$ cat src/rtl/conv_core_prewitt3x3.sv
// conv_core_prewitt3x3: three-stage pipelined 3x3 signed-kernel convolution on unsigned pixels with coordinate alignment
module conv_core_prewitt3x3 #(
  parameter int X_W = 11,
  parameter int Y_W = 10,
  parameter logic signed [7:0] K00 = -8'sd1,
  parameter logic signed [7:0] K01 = 8'sd0,
  parameter logic signed [7:0] K02 = 8'sd1,
  parameter logic signed [7:0] K10 = -8'sd1,
  parameter logic signed [7:0] K11 = 8'sd0,
  parameter logic signed [7:0] K12 = 8'sd1,
  parameter logic signed [7:0] K20 = -8'sd1,
  parameter logic signed [7:0] K21 = 8'sd0,
  parameter logic signed [7:0] K22 = 8'sd1
) (
  input  logic               clk,
  input  logic               reset,
  input  logic               window_valid,
  input  logic               fsm_window_valid,
  input  logic [X_W-1:0]     x,
  input  logic [Y_W-1:0]     y,
  input  logic [7:0]         w00,
  input  logic [7:0]         w01,
  input  logic [7:0]         w02,
  input  logic [7:0]         w10,
  input  logic [7:0]         w11,
  input  logic [7:0]         w12,
  input  logic [7:0]         w20,
  input  logic [7:0]         w21,
  input  logic [7:0]         w22,
  output logic signed [19:0] conv_out,
  output logic               conv_valid,
  output logic [X_W-1:0]     x_regcc,
  output logic [Y_W-1:0]     y_regcc
);
  localparam logic [8:0][7:0] K = {K22, K21, K20, K12, K11, K10, K02, K01, K00};
  logic [8:0][7:0]  w_in, w1;
  logic [8:0][16:0] p, p2;
  logic [19:0]      sum;
  logic [X_W-1:0]   x1, x2;
  logic [Y_W-1:0]   y1, y2;
  logic             acc, v1, v2;
  assign w_in = {w22, w21, w20, w12, w11, w10, w02, w01, w00};
  assign acc  = window_valid & fsm_window_valid;
  always_comb begin
    for (int i = 0; i < 9; i++) p[i] = {9'b0, w1[i]} * {{9{K[i][7]}}, K[i]};
  end
  always_comb begin
    sum = '0;
    for (int i = 0; i < 9; i++) sum = sum + {{3{p2[i][16]}}, p2[i]};
  end
  always_ff @(posedge clk or negedge reset) begin
    if (!reset) begin
      v1         <= 1'b0;
      v2         <= 1'b0;
      conv_valid <= 1'b0;
      w1         <= '0;
      x1         <= '0;
      y1         <= '0;
      p2         <= '0;
      x2         <= '0;
      y2         <= '0;
      conv_out   <= '0;
      x_regcc    <= '0;
      y_regcc    <= '0;
    end else begin
      v1         <= acc;
      v2         <= v1;
      conv_valid <= v2;
      if (acc) begin
        w1 <= w_in;
        x1 <= x;
        y1 <= y;
      end
      if (v1) begin
        p2 <= p;
        x2 <= x1;
        y2 <= y1;
      end
      if (v2) begin
        conv_out <= sum;
        x_regcc  <= x2;
        y_regcc  <= y2;
      end
    end
  end
endmodule

$ cat config.mk
export PLATFORM = sky130hd
export DESIGN_NAME = conv_core_prewitt3x3
export DESIGN_NICKNAME = d
export VERILOG_FILES = /design/src/rtl/conv_core_prewitt3x3.sv
export SDC_FILE = /design/constraint.sdc
export NUM_CORES = 1
export LEC_CHECK = 0
export CAP_MARGIN = 20
export CORE_UTILIZATION = 59
export DETAILED_ROUTE_END_ITERATION = 16
export PLACE_DENSITY = 0.86
export SLEW_MARGIN = 25
export SYNTH_ARGS = -nofsm -noshare
export SYNTH_HDL_FRONTEND = slang
export SYNTH_SLANG_ARGS = --single-unit
$ cat constraint.sdc
create_clock -name clk -period 11.8 [get_ports clk]
set_clock_uncertainty 0.15 [all_clocks]
set_input_delay 1.77 -clock clk [delete_from_list [all_inputs] [get_ports clk]]
set_output_delay 1.77 -clock clk [all_outputs]
set_load 0.05 [all_outputs]
==> results.ini <==
[outcome]
status = completed

[clocking]
cts_buffers = 17
clkSinkCount = 188
htree_levels = 4
postCtsHoldBufs = 0
cts_root_buf = clkbuf_16
cts_resized = 0
cts_max_path_buffers = 2
post_cts_buffers = 0
insertion_delay_ns = 0.43
cts_tree = built
clk_pin_slew_ns = 0.07

[drt]
drcViolationCount = 0
wl_mm = 18.38
vias = 6207
drt_pre_antenna_iters = 6
ant_nets = 0
drt-initial-drc-count = 523
vias_per_cell = 5.737
drt-wirelength-per-cell_um = 16.99

[setup_path]
crit_path_max_incr_delay_ns = 0.47
crit_buf_inv = 3
cp-end-kind = flip-flop
critPathArrivalTime_ns = 5.24
cp_max_fo = 7
crit_chain = inv_1, fa_1, fa_1, inv_1, ha_1, inv_1, fa_1, nor2b_1, o21bai_1, a32oi_1, and4b_1, nor3_1, ha_1, ha_1, nand2_1, o21bai_1, nor3_1, a221o_1, a211o_1
crit_required_ns = 11.97
start_kind = flip-flop
path_class = reg2reg
cp_top_family = adder cells
cpMaxStageDelayCell = fa_1

[timing]
hold_violations = 0
tightestPinTransition_ns = 1.008
rsz0062_at_grt = false
period_share = 0.4298
fin_tns_setup_ns = 0
min_period_ns = 5.071
fmax_mhz = 197.2
slew_violations = 0
setup_viol = 0
relSlewSlack = 0.3279

[die]
io_pins = 139
core_area_mm2 = 0.01520
die_w_um = 126.9
start_util = 0.6057
dieArea_mm2 = 0.01611
num_rows = 45
die_h_um = 126.9

[global_routing]
grt_pass1_wl_mm = 30.71
grt_max_degree = 84
antenna_found_initial = 0
grt_use_total = 0.2469
grt_overflow_total = 0
grt_pass1_vias = 6314

[logic_synthesis]
ys_warn_count = 0
ys_seq_area_frac = 0.5109
netlist.top_cell.by_area = dfrtp_1
netlist_area_mm2 = 0.009208
syn_area_per_cell_um2 = 11.94
synth_nets = 931
async_reset_ff_frac = 1.000
synth_seq_cells = 188
synth_cell_type_count = 53
synth_ff_type = dfrtp_1
synthTopCellsByArea = dfrtp_1, mux2_2, fa_1, ha_1, inv_1
synth_edf_count = 0
synthCells = 771
yosys.area.top_type_share = 0.5109

[hold_path]
hold_path_class = reg2reg

[run]
drv_cap = 0

[placed_design]
placed_cells = 1050
portBuffers = 114
hpwl_mm = 12.36
gp_congestion = 0.8279

[final_layout]
fin_nets = 1041
finalCoreUtilization = 0.7310
syn_to_final_growth_pct = 20.70
drive_gt1_frac = 0.1902
final_common_cell = dfrtp_1
antennaDiodeCount = 0
finalNonFillerCells = 1082
layout_common_cells = dfrtp_1, mux2_2, clkdlybuf4s50_1

-- worst paths after layout --
path                                    start                  endpoint  slack [ns]  depth (start not counted)
max in group asynchronous               reset              v1$_DFF_PN0_        9.02                          2
setup reg to reg           p2[35]$_DFFE_PN0P_  conv_out[12]$_DFFE_PN0P_        6.73                         19
min in group asynchronous               reset    y_regcc[3]$_DFFE_PN0P_        1.14                          1
hold / removal             w1[43]$_DFFE_PN0P_        p2[88]$_DFFE_PN0P_        0.33                          2
setup / recovery           p2[35]$_DFFE_PN0P_  conv_out[12]$_DFFE_PN0P_        6.73                         19
hold reg to reg            w1[43]$_DFFE_PN0P_        p2[88]$_DFFE_PN0P_        0.33                          2
-- tightest hold or removal path, stage by stage, from the launching register on --
cell and delay [ns]:
dfrtp_1 0.35, nand2_1 0.05, o21ai_0 0.06
-- through the flow --
step                area [µm²]  hold WS (ns)  worst slack [ns]
global route             11110        0.3676             6.422
finish                   11110        0.3317             6.729
CTS                      11110        0.3405             6.720
floorplan                 9208        0.2563             7.244
detailed placement       10520        0.3248             6.838
global placement         10520        0.3088             6.927
-- registers in the layout (all words and copies together), names as in the netlist --
register    cells
p2             54
w1             48
conv_out       20
x1             11
x2             11
x_regcc        11
y1             10
y2             10
y_regcc        10
conv_valid      1
v1              1
v2              1
-- synth_stat cells (all sizes together) (2+ instances only) --
library cell / count
mux2i: 3
ha: 37
a21oi: 21
nor4: 6
and3: 5
fa: 26
a211oi: 6
mux2: 127
clkbuf: 14
o211ai: 3
o21bai: 2
o21ai: 53
or2: 2
a211o: 2
inv: 77
nand4: 2
nand3: 12
and2: 2
or3: 7
nor3: 12
nor2b: 4
dfrtp: 188
xor2: 6
nor4b: 2
o21a: 4
nand3b: 4
and4b: 2
a21o: 7
xnor2: 19
o22a: 2
nor2: 28
o211a: 2
nand2: 51
nand2b: 4
buf: 13
a31oi: 4
-- cell families after synthesis --
kind of cell	after synthesis	share of synthesized area
adder cells (fa/ha/maj)	63	0.1068
flip-flops	188	0.5109
buffers and inverters	104	0.04280
AO/OA/AOI/OAI	116	0.08017
multiplexers	130	0.1586
XOR/XNOR	25	0.02378
AND/OR/NAND/NOR	145	0.07691
-- final cells by class --
class,count,area [µm²]
Clock buffer,21,460.4
Clock inverter,11,135.1
Sequential cell,188,4710
Multi-Input combinational cell,479,4111
Fill cell,965,4089
Inverter,77,289.0
Timing Repair Buffer,118,1172
Tap cell,188,235.2
-- layer usage --
layer  vias to the layer above  global-route usage  share of wire
met5                         -                   0              0
met4                         0             0.08403          0.021
met3                        37             0.05652          0.044
met2                       173              0.4108           0.50
met1                      3136              0.3212           0.44
li1                       2861                   -              -
Power is not shown: default switching activity piles up to over one toggle a cycle in this logic, so the estimate is an artifact.
